[config.mk]
export PLATFORM = sky130hd
export DESIGN_NAME = bbpd_voter_flat
export DESIGN_NICKNAME = d
export VERILOG_FILES = /design/src/rtl/bbpd_voter_if.sv /design/src/rtl/bbpd_voter.sv /design/src/flat_wrapper.sv
export SDC_FILE = /design/constraint.sdc
export NUM_CORES = 1
export LEC_CHECK = 0
export CAP_MARGIN = 15
export CORE_MARGIN = 1
export CORE_UTILIZATION = 54
export CTS_BUF_LIST = sky130_fd_sc_hd__clkbuf_2
export DETAILED_ROUTE_END_ITERATION = 10
export PLACE_DENSITY = 0.78
export SYNTH_ARGS = -nofsm -noshare
export SYNTH_HDL_FRONTEND = slang
export SYNTH_SLANG_ARGS = --single-unit
[constraint.sdc]
create_clock -name clk -period 3.4 [get_ports clk]
set_input_delay 0.85 -clock clk [delete_from_list [all_inputs] [get_ports clk]]
set_output_delay 0.85 -clock clk [all_outputs]
set_load 0.01 [all_outputs]
[src/rtl/bbpd_voter_if.sv]
// Sample/decision bundle between the data/edge slicers and the bang-bang PD voter.
// With BBPD_STATS_EN defined, it also carries the saturating statistics counters.
interface bbpd_voter_if #(
    parameter int unsigned Nw = 8
`ifdef BBPD_STATS_EN
    , parameter int unsigned Ncnt = 16
`endif
);
    localparam int unsigned VoteW = $clog2(Nw + 1) + 1;

    logic                    en;
    logic                    d;
    logic                    e;
    logic                    up;
    logic                    dn;
    logic                    win_done;
    logic signed [VoteW-1:0] vote;
`ifdef BBPD_STATS_EN
    logic [Ncnt-1:0]         up_cnt;
    logic [Ncnt-1:0]         dn_cnt;
    logic [Ncnt-1:0]         trans_cnt;

    modport master (
        output en, d, e,
        input  up, dn, win_done, vote, up_cnt, dn_cnt, trans_cnt
    );
    modport slave (
        input  en, d, e,
        output up, dn, win_done, vote, up_cnt, dn_cnt, trans_cnt
    );
`else
    modport master (
        output en, d, e,
        input  up, dn, win_done, vote
    );
    modport slave (
        input  en, d, e,
        output up, dn, win_done, vote
    );
`endif
endinterface

[src/rtl/bbpd_voter.sv]
// Bang-bang (Alexander) PD voter: sums early/late votes over Nw valid samples, one up/dn per window.
// Optional BBPD_STATS_EN adds saturating up/dn/transition counters.
module bbpd_voter #(
    parameter int unsigned Nw   = 8,
    parameter int unsigned Nth  = 0,
    parameter int unsigned Ncnt = 16
) (
    input  logic          clk,
    input  logic          rst,
    bbpd_voter_if.slave   bus
);
    localparam int unsigned VoteW  = $clog2(Nw + 1) + 1;
    localparam int unsigned WcntW  = $clog2(Nw);
    localparam logic [WcntW-1:0] WcntLast = WcntW'(Nw - 1);
    localparam logic signed [VoteW-1:0] NthPos = VoteW'(Nth);
    localparam logic signed [VoteW-1:0] NthNeg = -NthPos;

    if (Nw < 2 || Nth >= Nw || Ncnt < 1) begin : g_param_check
        $error("bbpd_voter: illegal parameter combination");
    end

    logic signed [VoteW-1:0] acc_q, acc_d;
    logic signed [VoteW-1:0] vote_q, vote_d;
    logic [WcntW-1:0]        wcnt_q, wcnt_d;
    logic                    d_prev_q, d_prev_d;
    logic                    prev_valid_q, prev_valid_d;
    logic                    up_q, up_d;
    logic                    dn_q, dn_d;
    logic                    win_done_q, win_done_d;

    logic signed [VoteW-1:0] vote_i;
    logic signed [VoteW-1:0] total;

    // A transition means e matches exactly one neighbour: e==d is late, e==d_prev is early.
    always_comb begin
        vote_i = '0;
        if (prev_valid_q && (bus.d != d_prev_q)) begin
            vote_i = (bus.e == bus.d) ? VoteW'(1) : '1;
        end
        total = acc_q + vote_i;
    end

    always_comb begin
        acc_d        = acc_q;
        vote_d       = vote_q;
        wcnt_d       = wcnt_q;
        d_prev_d     = d_prev_q;
        prev_valid_d = prev_valid_q;
        up_d         = 1'b0;
        dn_d         = 1'b0;
        win_done_d   = 1'b0;
        if (bus.en) begin
            d_prev_d     = bus.d;
            prev_valid_d = 1'b1;
            if (wcnt_q == WcntLast) begin
                wcnt_d     = '0;
                acc_d      = '0;
                vote_d     = total;
                win_done_d = 1'b1;
                up_d       = (total > NthPos);
                dn_d       = (total < NthNeg);
            end else begin
                wcnt_d = wcnt_q + WcntW'(1);
                acc_d  = total;
            end
        end
    end

    always_ff @(posedge clk) begin
        if (rst) begin
            acc_q        <= '0;
            vote_q       <= '0;
            wcnt_q       <= '0;
            d_prev_q     <= 1'b0;
            prev_valid_q <= 1'b0;
            up_q         <= 1'b0;
            dn_q         <= 1'b0;
            win_done_q   <= 1'b0;
        end else begin
            acc_q        <= acc_d;
            vote_q       <= vote_d;
            wcnt_q       <= wcnt_d;
            d_prev_q     <= d_prev_d;
            prev_valid_q <= prev_valid_d;
            up_q         <= up_d;
            dn_q         <= dn_d;
            win_done_q   <= win_done_d;
        end
    end

    assign bus.up       = up_q;
    assign bus.dn       = dn_q;
    assign bus.win_done = win_done_q;
    assign bus.vote     = vote_q;

`ifdef BBPD_STATS_EN
    logic [Ncnt-1:0] up_cnt_q, up_cnt_d;
    logic [Ncnt-1:0] dn_cnt_q, dn_cnt_d;
    logic [Ncnt-1:0] trans_cnt_q, trans_cnt_d;

    // Counters stick at all-ones rather than wrapping.
    always_comb begin
        up_cnt_d    = up_cnt_q;
        dn_cnt_d    = dn_cnt_q;
        trans_cnt_d = trans_cnt_q;
        if (up_d && !(&up_cnt_q)) begin
            up_cnt_d = up_cnt_q + Ncnt'(1);
        end
        if (dn_d && !(&dn_cnt_q)) begin
            dn_cnt_d = dn_cnt_q + Ncnt'(1);
        end
        if (bus.en && (vote_i != '0) && !(&trans_cnt_q)) begin
            trans_cnt_d = trans_cnt_q + Ncnt'(1);
        end
    end

    always_ff @(posedge clk) begin
        if (rst) begin
            up_cnt_q    <= '0;
            dn_cnt_q    <= '0;
            trans_cnt_q <= '0;
        end else begin
            up_cnt_q    <= up_cnt_d;
            dn_cnt_q    <= dn_cnt_d;
            trans_cnt_q <= trans_cnt_d;
        end
    end

    assign bus.up_cnt    = up_cnt_q;
    assign bus.dn_cnt    = dn_cnt_q;
    assign bus.trans_cnt = trans_cnt_q;
`endif
endmodule

[src/flat_wrapper.sv]
// flat-port wrapper written by rule: the top's interface ports become plain ports
module bbpd_voter_flat 
#(
    parameter int unsigned Nw   = 8,
    parameter int unsigned Nth  = 0,
    parameter int unsigned Ncnt = 16
)
  (clk, rst, bus_en, bus_d, bus_e, bus_up, bus_dn, bus_win_done, bus_vote);
  bbpd_voter_if #(.Nw(Nw)) bus_i ();
  input  logic clk;
  input  logic rst;
  input wire logic [$bits(bus_i.en)-1:0] bus_en;
  input wire logic [$bits(bus_i.d)-1:0] bus_d;
  input wire logic [$bits(bus_i.e)-1:0] bus_e;
  output wire logic [$bits(bus_i.up)-1:0] bus_up;
  output wire logic [$bits(bus_i.dn)-1:0] bus_dn;
  output wire logic [$bits(bus_i.win_done)-1:0] bus_win_done;
  output wire logic [$bits(bus_i.vote)-1:0] bus_vote;
  assign bus_i.en = bus_en;
  assign bus_i.d = bus_d;
  assign bus_i.e = bus_e;
  assign bus_up = bus_i.up;
  assign bus_dn = bus_i.dn;
  assign bus_win_done = bus_i.win_done;
  assign bus_vote = bus_i.vote;
  bbpd_voter #(.Nw(Nw), .Nth(Nth), .Ncnt(Ncnt)) u_core (.clk(clk), .rst(rst), .bus(bus_i));
endmodule
# Word level (Yosys, flattened, before mapping)
# Cells that the tools add are included.
totals:
  regBits: 18
  input_bits: 5
  out_inout_bits: 8
  wordCells: 26
op_classes:
  add_sub_neg: 2
  n_mux: 5
  n_bitwise: 2
  eq_ne: 3
  n_reduce_logical: 4
  magnitude_cmp: 2
op_table:
  columns: ["op", "n"]
  rows:
  - ["5-bit two-way mux", 3]
  - ["5-bit adder", 1]
  - ["5-bit by 1-bit > comparator with 1-bit output, second input constant", 1]
  - ["5-bit by 1-bit < comparator with 1-bit output, second input constant", 1]
  - ["3-bit by 1-bit adder with 3-bit output, second input constant", 1]
  - ["3-bit equality test, second input constant", 1]
  - ["3-bit two-way mux", 1]
  - ["3-bit OR reduction", 1]
  - ["1-bit inverter", 2]
  - ["2-bit AND reduction", 1]
  - ["2-bit OR reduction", 1]
  - ["1-bit equality test", 1]
  - ["1-bit logical AND", 1]
  - ["1-bit two-way mux", 1]
  - ["1-bit inequality test", 1]

# Logic depth before layout (Yosys ltp)
# Gate-level depths: netlist (run 1).
depth:
  ltp_word: 5
  depth_mapped: 9
  ltp_nobuf: 9

# Least setup slack after synthesis (run 1)
# Ideal clock, no wire load.
synth_path:
  path_type: "input -> register"
  from: "in bus_e"
  to: "reg u_core.up_q, in the netlist u_core.bus.up"
  setup_time_ns: 0.103
  cell_stages: 9
  n_path_buf: 0
  required_time_ns: 3.297
  setup_slack_ns: 0.765
  arrival_ns: 2.531
  path_cell_list: "nand4bb_2 -> nand2_4 -> xor2_1 -> ha_1 -> or3_1 -> a21oi_1 -> mux2i_2 -> xnor2_1 -> a2111oi_2"
synth_between:
  elab_chain_cells: 5
synth_rtl:
  columns: ["item", "line", "rtl"]
  rows:
  - ["from (decl)", "flat_wrapper.sv:14", "input wire logic [$bits(bus_i.e)-1:0] bus_e;"]
  - ["1-bit equality test", "bbpd_voter.sv:38", "vote_i = (bus.e == bus.d) ? VoteW'(1) : '1;"]
  - ["5-bit two-way mux", "bbpd_voter.sv:38", null]
  - ["5-bit two-way mux", "bbpd_voter.sv:37", "if (prev_valid_q && (bus.d != d_prev_q)) begin"]
  - ["5-bit adder", "bbpd_voter.sv:40", "total = acc_q + vote_i;"]
  - ["5-bit by 1-bit > comparator with 1-bit output", "bbpd_voter.sv:60", "up_d = (total > NthPos);"]
  - ["to (signal assigned)", "bbpd_voter.sv:85", "up_q <= up_d;"]
  - ["to (decl)", "bbpd_voter.sv:27", "logic up_q, up_d;"]
# Every way passes these cells.
# A chain may end at the register's enable or synchronous reset.

# Worst setup path after layout (run 1)
layout_path:
  from: "in bus_d"
  to: "reg u_core.up_q, in the netlist u_core.bus.up"
layout_between:
  elab_chain_cells: 5
  elab_cells_between_ends: 7
  classes_between: "add/sub: 1; order compare: 1; eq/ne: 2; mux: 2; reduce/logical: 1"
layout_rtl:
  columns: ["item", "line", "rtl"]
  rows:
  - ["from (decl)", "flat_wrapper.sv:13", "input wire logic [$bits(bus_i.d)-1:0] bus_d;"]
  - ["1-bit equality test / 1-bit inequality test (equally long branches)", "bbpd_voter.sv:38, bbpd_voter.sv:37", null]
  - ["5-bit two-way mux / 1-bit logical AND (equally long branches)", "bbpd_voter.sv:38, bbpd_voter.sv:37", null]
  - ["5-bit two-way mux *", "bbpd_voter.sv:37", null]
  - ["5-bit adder *", "bbpd_voter.sv:40", null]
  - ["5-bit by 1-bit > comparator with 1-bit output *", "bbpd_voter.sv:60", null]
# Every way passes the cells marked *; elsewhere a longest branch is shown, timed or not.

==> metrics.md, run 1 <==
| Metric | Value |
|---|---|
| Routed wire length | `between 1500 and 2000 um` |
| WHS Path Cells | `2` |
| Worst Tran Pin Value | `~0.6 ns` |
| Post-synth top area cell | `dfxtp_1` |
| Critical path arrival | `about 3.2 ns` |
| Clock skew | `between 0.008 and 0.009 ns` |
| Vias in the first global route | `about 620` |
| HPWL Detailed | `between 1000 and 1500 um` |
| DRT iter0 DRCs | `8` |
| Hold path endpoint | `u_core.bus.vote[1]$_SDFFE_PP0P_` |
| Detail Route Antenna Nets | `0` |
| Setup CP Type | `in -> reg` |
| Synth Area per Inst | `around 9.3 sq um` |
| Fmax | `approximately 340 MHz` |
| FF-to-FF Start | `u_core.d_prev_q$_SDFFE_PP0P_` |
| Register-to-register setup slack | `1.09 ns` |
| Final period util | `0.876` |
| Peak VDD IR | `approximately 0.27 mV` |
| Worst reg-to-reg path cell count | `9` |
| Hold Buf Count CTS | `0` |
| Netlist cell types | `30` |
| Die area | `approximately 1800 sq um` |
| Port bufs | `12` |
| Post-synth top flop | `dfxtp_1` |
| DP Worst Slack | `~0.096 ns` |
| Ports | `13` |
| Share of the synthesized area in the top cell type | `0.410` |
| PwrDens | `between 300 and 400 nW/um^2` |
| Leakage | `roughly 0.42 nW` |
| Top cells by count, synth | `dfxtp_1 (18), nor2_1 (12), a21oi_1 (8), nand2_1 (8)` |
| Maxcap violations | `0` |
| Syn Nets | `between 100 and 150` |
| Vias post-DR | `just under 700` |
| DR DRC count | `0` |
| Fin Hold WS | `between 0.4 and 0.5 ns` |
| Die Ht | `~42 um` |
| Number of synthesized flops with an enable pin | `0` |
| Met3 routed wirelength | `between 50 and 60 um` |
| RSZ-0062 raised after global routing | `no` |
| Endpoints failing setup | `0` |
| Clock Tree Root | `clkbuf_2` |
| Post-CTS Setup Inserts | `0` |
| Seq/Total Area, Yosys | `0.410` |
| Worst Setup End Kind | `flip-flop` |
| Clock transition at the registers of the reported paths | `0.17 ns` |
| Outcome | `finished clean` |
| Fraction of layout cells with a size suffix above 1 | `0.103` |
| Vias per cell | `5.54` |
| Router iterations before antenna repair | `2` |
| FFs w/ async S/R, synth | `0` |
| Min-delay worst type | `reg -> reg` |
| Initial Utilization | `0.583` |
| Worst-Skew Late Latency | `0.30 ns` |
| Top layer reached by signal wires | `met4` |
| Critical path required time | `approximately 3.6 ns` |
| Routed met1 length | `just over 800 um` |
| Total power | `361 uW` |
| Count leader, synth | `dfxtp_1` |
| Worst setup margin | `approximately 0.42 ns` |
| GR Overflow Total | `0` |
| Critical R2R Capture | `u_core.bus.up$_SDFF_PP0_` |
| Initial antenna violation count | `0` |
| # rows | `14` |
| Resized Gates After CTS | `0` |
| Tmin final | `2.98 ns` |
| GR Util All Layers | `0.192` |
| N_diodes | `0` |
| Synth Register Bits | `18` |
| Hold wc startpoint | `u_core.bus.vote[1]$_SDFFE_PP0P_` |
| WL/cell | `12.8 um` |
| Setup TNS | `0 ns` |
| Startpoint Class | `input port` |
| Largest net degree at the start of global routing | `20` |
| CTS Sinks | `18` |
| Synth Warn # | `0` |
| Core area | `~1500 sq um` |
| Max-slew violation count | `0` |
| H-tree levels | `1` |
| Syn-to-layout area delta | `17.2%` |
| Final Util | `0.684` |
| Slew margin rel. | `0.591` |
| CTS tree | `done` |
| CP Max Fanout | `5` |
| GP Congestion | `between 0.8 and 0.9` |
| Routed wl met2 | `694 um` |
| Fin nets | `118` |
| Top cells by area, synth | `dfxtp_1 (41%), ha_1 (7.1%), mux2i_1 (5.7%)` |
| TritonCTS buffer count | `3` |
| Mapped Cells | `94` |
| First-pass GRT wire length | `~2600 um` |
| Final Hold Vio Count | `0` |
| Synth Cell Area | `878 sq um` |
| Die X | `42.3 um` |
| Clock tree buffer depth | `2` |
## kinds of logic after synthesis
logic type               after synthesis  share of synthesized area
AO/OA/AOI/OAI                         18                      0.141
flip-flops                            18                      0.410
AND/OR/NAND/NOR                       36                      0.229
adder cells (fa/ha/maj)                5                     0.0712
multiplexers                           6                     0.0726
XOR/XNOR                               5                     0.0499
buffers and inverters                  6                     0.0257
## sequential cells by signal, summed over array words and instances (netlist names)
| name | flops |
|---|---|
| u_core.bus.vote | 5 |
| u_core.prev_valid_q | 1 |
| u_core.bus.win_done | 1 |
| u_core.bus.up | 1 |
| u_core.wcnt_q | 3 |
| u_core.bus.dn | 1 |
| u_core.acc_q | 5 |
| u_core.d_prev_q | 1 |
## worst max-delay path by stage
stage | startpoint | end | slack [ns] | depth (start not counted)
2_1_floorplan | bus_e | u_core.bus.up$_SDFF_PP0_ | 0.77 | 9
3_3_place_gp | bus_d | u_core.bus.up$_SDFF_PP0_ | 0.16 | 10
3_5_place_dp | bus_d | u_core.acc_q[4]$_SDFFE_PP0P_ | 0.1 | 10
4_1_cts | bus_d | u_core.bus.up$_SDFF_PP0_ | 0.43 | 10
5_1_grt | bus_d | u_core.acc_q[4]$_SDFFE_PP0P_ | 0.31 | 10
6_report | bus_d | u_core.bus.up$_SDFF_PP0_ | 0.42 | 10
## final cells by class
| type | count | area (sq um) |
|---|---|---|
| clock buffers | 3 | 15.0 |
| clock inverters | 1 | 3.75 |
| fillers | 129 | 477 |
| inverters | 2 | 7.51 |
| multi-input cells | 70 | 495 |
| flip-flops and latches | 18 | 360 |
| well taps | 16 | 20.0 |
| repair buffers | 13 | 128 |
## through the flow
| stage | area [sq um] | instances |
|---|---|---|
| after floorplan | 878 | 94 |
| after global placement | 1010 | 119 |
| after detailed placement | 1010 | 119 |
| after CTS | 1030 | 123 |
| after global routing | 1030 | 123 |
| final | 1030 | 123 |
## cells in the final DEF (no fill, tap or decap)
| cell | n |
|---|---|
| xnor2_1 | 2 |
| dfxtp_1 | 18 |
| or3_1 | 1 |
| a2111oi_2 | 1 |
| inv_1 | 2 |
| o32ai_1 | 2 |
| ha_1 | 5 |
| and2_1 | 3 |
| a31o_2 | 1 |
| o21ai_0 | 1 |
| nand3b_1 | 2 |
| a22o_1 | 1 |
| o22ai_1 | 1 |
| buf_4 | 1 |
| mux2i_1 | 5 |
| clkbuf_2 | 3 |
| nand4bb_2 | 1 |
| clkdlybuf4s50_1 | 12 |
| xor2_1 | 3 |
| or3b_2 | 1 |
| mux2i_2 | 1 |
| nand2_4 | 1 |
| a211oi_1 | 2 |
| nor2b_1 | 2 |
| nand2_1 | 8 |
| nand2b_1 | 2 |
| clkinv_1 | 1 |
| a21oi_1 | 8 |
| nor3_1 | 2 |
| o211ai_1 | 1 |
| nor2_1 | 12 |
| nand4b_2 | 1 |
## power by group
part           internal (mW)  total [mW]  switching (mW)  leakage, nW
Combinational         0.0229      0.0480          0.0250        0.257
Sequential             0.218       0.223         0.00584        0.146
Clock                 0.0256      0.0900          0.0645       0.0140
Total                  0.266       0.361          0.0953        0.417
## critical path, stage by stage
cell and delay [ns]:
clkdlybuf4s50_1 0.48, xor2_1 0.17, and2_1 0.17, ha_1 0.21
ha_1 0.23, or3_1 0.33, a21oi_1 0.20, mux2i_2 0.12
xnor2_1 0.16, a2111oi_2 0.28
## per-layer routing
metal  up-vias  GRT usage
met5         -          0
met3         2     0.0388
met4         0     0.0813
met1       310      0.262
li1        357          -
met2        13      0.295
Note: power is estimated with default switching activity, not from simulation.
==> run 2: changes to the inputs <==
--- a/config.mk
+++ b/config.mk
@@ -10,7 +10,7 @@
 export CORE_UTILIZATION = 54
 export CTS_BUF_LIST = sky130_fd_sc_hd__clkbuf_2
 export DETAILED_ROUTE_END_ITERATION = 10
-export PLACE_DENSITY = 0.78
+export PLACE_DENSITY = 0.83
 export SYNTH_ARGS = -nofsm -noshare
 export SYNTH_HDL_FRONTEND = slang
 export SYNTH_SLANG_ARGS = --single-unit
==> run 2 against run 1 <==
Compared with the run above: sequential power about the same; clock skew down 0.0076 ns; largest power group unchanged; routed wire length about the same; final cell count down 0.81%; global-route usage up 1.3 points; sequential share of layout area up 0.13 points; non-clock buffer count unchanged; critical path depth unchanged.
==> metrics.md, run 2 (synthesis gave the netlist of run 1 again) <==
| Metric | Value |
|---|---|
| Top layer reached by signal wires | `met4` |
| Clock Tree Root | `clkbuf_2` |
| CP max-delay cell | `clkdlybuf4s50_1` |
| Setup CP Type | `in -> reg` |
| Detail Route Antenna Nets | `0 (unchanged)` |
| TritonCTS buffer count | `3 (unchanged)` |
| Int Pwr | `265 uW (-0.57%)` |
| Routed wire length | `1580 um (about the same)` |
| Routed met1 length | `785 um (-4.3%)` |
| Setup TNS | `0 ns (unchanged)` |
| Fin area | `1030 sq um (-0.37%)` |
| Fin nets | `118 (unchanged)` |
| Critical path arrival | `3.15 ns (-0.04 ns)` |
| Fmax | `336 MHz (+0.12%)` |
| Buf/Inv on CP | `1 (unchanged)` |
| Seq pwr share | `0.629 (+0.011)` |
| Fraction of layout cells with a size suffix above 1 | `0.104 (+0.000970)` |
| DR DRC count | `0 (unchanged)` |
| First-pass GRT wire length | `2820 um (+9.1%)` |
| Leakage | `0.415 nW (-0.38%)` |
| Clock tree buffer depth | `2 (unchanged)` |
| Clock skew | `0.000969 ns (-0.00762 ns)` |
| Peak VDD IR | `0.257 mV (-3.6%)` |
| DRT iter0 DRCs | `22 (+14)` |
| DP Cell Count | `119 (unchanged)` |
| N_diodes | `0 (unchanged)` |
| Initial antenna violation count | `0 (unchanged)` |
| Final period util | `0.875 (-0.00108)` |
| GR Overflow Total | `0 (unchanged)` |
| Hold Buf Count CTS | `0 (unchanged)` |
| Register-to-register setup slack | `1.10 ns (about the same)` |
| Max-slew violation count | `0 (unchanged)` |
| GP Congestion | `0.821 (+0.13%)` |
| Largest net degree at the start of global routing | `20 (unchanged)` |
| Hold wc startpoint | `u_core.bus.vote[2]$_SDFFE_PP0P_` |
| Switching Share | `0.254 (-0.00987)` |
| Worst Setup End Kind | `flip-flop` |
| Worst setup path startpoint | `bus_d` |
| Logic pwr share | `0.136 (+0.003)` |
| Post-Layout Cell Count | `122 (-0.81%)` |
| Initial Utilization | `0.583 (unchanged)` |
| Clock transition at the registers of the reported paths | `0.15 ns (-0.02 ns)` |
| Endpoints failing setup | `0 (unchanged)` |
| Outcome | `finished clean` |
| Crit-path leading delay family | `simple AND/OR/NAND/NOR gates` |
| Die Ht | `42.3 um (unchanged)` |
| Sw Pwr | `90.0 uW (-5.6%)` |
| Resized Gates After CTS | `0 (unchanged)` |
| Vias in the first global route | `682 (+9.3%)` |
| GR Util All Layers | `0.205 (+0.0126)` |
| Routed wl met2 | `705 um (+1.6%)` |
| Maxcap violations | `0 (unchanged)` |
| Slew margin rel. | `0.604 (+0.0129)` |
| Final Hold Vio Count | `0 (unchanged)` |
| Clock share of power | `0.234 (-0.015)` |
| Slowest stage delay, CP | `0.48 ns (about the same)` |
| CTS tree | `done` |
| Worst-Skew Late Latency | `0.29 ns (about the same)` |
| Met3 routed wirelength | `72 um (+24%)` |
| Critical path required time | `3.57 ns (-0.05 ns)` |
| Die X | `42.3 um (unchanged)` |
| Vias post-DR | `713 (+4.5%)` |
| Router iterations before antenna repair | `4 (+2)` |
| RSZ-0062 raised after global routing | `no` |
| CTS Sinks | `18 (unchanged)` |
| FILL cells | `122 (-5.4%)` |
| FF-to-FF Start | `u_core.d_prev_q$_SDFFE_PP0P_` |
| Worst Tran Pin Value | `0.592 ns (-0.0193 ns)` |
| # rows | `14 (unchanged)` |
| Core area | `1510 sq um (unchanged)` |
| Most common cell after layout, fill and taps aside | `dfxtp_1` |
| Min-delay worst type | `reg -> reg` |
| Die area | `1790 sq um (unchanged)` |
| Post-CTS Setup Inserts | `0 (unchanged)` |
| Dpl cell area | `1010 sq um (unchanged)` |
| H-tree levels | `1 (unchanged)` |
| Tmin final | `2.97 ns (-0.00367 ns)` |
| Startpoint Class | `input port` |
| HPWL Detailed | `1160 um (+2.5%)` |
| WL/cell | `13.0 um (+0.88%)` |
| CP cell instances | `clkdlybuf4s50_1 > nand4b_2 > nand2_4 > xor2_1 > ha_1 > or3_1 > a21oi_1 > mux2i_2 > xnor2_1 > o32ai_1` |
| PwrDens | `346 nW/um^2 (-1.5%)` |
| Syn-to-layout area delta | `16.8%` |
| Total power | `355 uW (-1.9%)` |
| Commonest cells after routing, fill and taps aside | `dfxtp_1 (18), nor2_1 (12), clkdlybuf4s50_1 (12)` |
| Ports | `13 (unchanged)` |
| CP Max Fanout | `5 (unchanged)` |
| Vias per cell | `5.84 (+5.4%)` |
| Port bufs | `12 (unchanged)` |
==> run 2: cell count changes in the layout (fill, tap and decap cells not counted), sizes merged <==
cell | previous run | this run
clkinv | 1 | 0
==> run 2: path summary, 6_finish.rpt <==
kind,end,depth (start not counted)
max,u_core.acc_q[4]$_SDFFE_PP0P_,10
min,u_core.bus.vote[2]$_SDFFE_PP0P_,2
max reg2reg,u_core.acc_q[4]$_SDFFE_PP0P_,9
min reg2reg,u_core.bus.vote[2]$_SDFFE_PP0P_,2
==> run 2: stage by stage <==
stage / hold slack [ns] / worst slack (ns) / utilization
2_1_floorplan: 0.449 / 0.765 / -
3_3_place_gp: 0.446 / 0.156 / 0.671
3_5_place_dp: 0.455 / 0.113 / 0.671
4_1_cts: 0.478 / 0.422 / 0.681
5_1_grt: 0.502 / 0.241 / 0.681
6_report: 0.473 / 0.426 / 0.681
==> run 2: layout make-up <==
class / instances / area, sq um / area share
Clock buffer: 3 / 15.0 / 0.0146
Inverter: 2 / 7.51 / 0.00732
Multi-Input combinational cell: 70 / 495 / 0.483
Sequential cell: 18 / 360 / 0.351
Tap cell: 16 / 20.0 / 0.0195
Timing Repair Buffer: 13 / 128 / 0.124
==> run 2: worst min-delay path, stage by stage (launching register included) <==
cell     delay (ns)
dfxtp_1        0.34
nand2_1        0.05
a21oi_1        0.05
==> run 2: power groups by stage <==
stage               combinational, mW  sequential, mW  clock, mW
finish                         0.0484           0.223     0.0830
global route                   0.0537           0.224     0.0945
CTS                            0.0482           0.223     0.0861
detailed placement             0.0477           0.228          0
global placement               0.0465           0.227          0
floorplan                      0.0353           0.226          0
==> run 2: per-layer routing <==
| metal | global-route usage | vias to the layer above |
|---|---|---|
| li1 | - | 354 |
| met1 | 0.264 | 341 |
| met2 | 0.320 | 14 |
| met3 | 0.0388 | 4 |
| met4 | 0.113 | 0 |
| met5 | 0 | - |
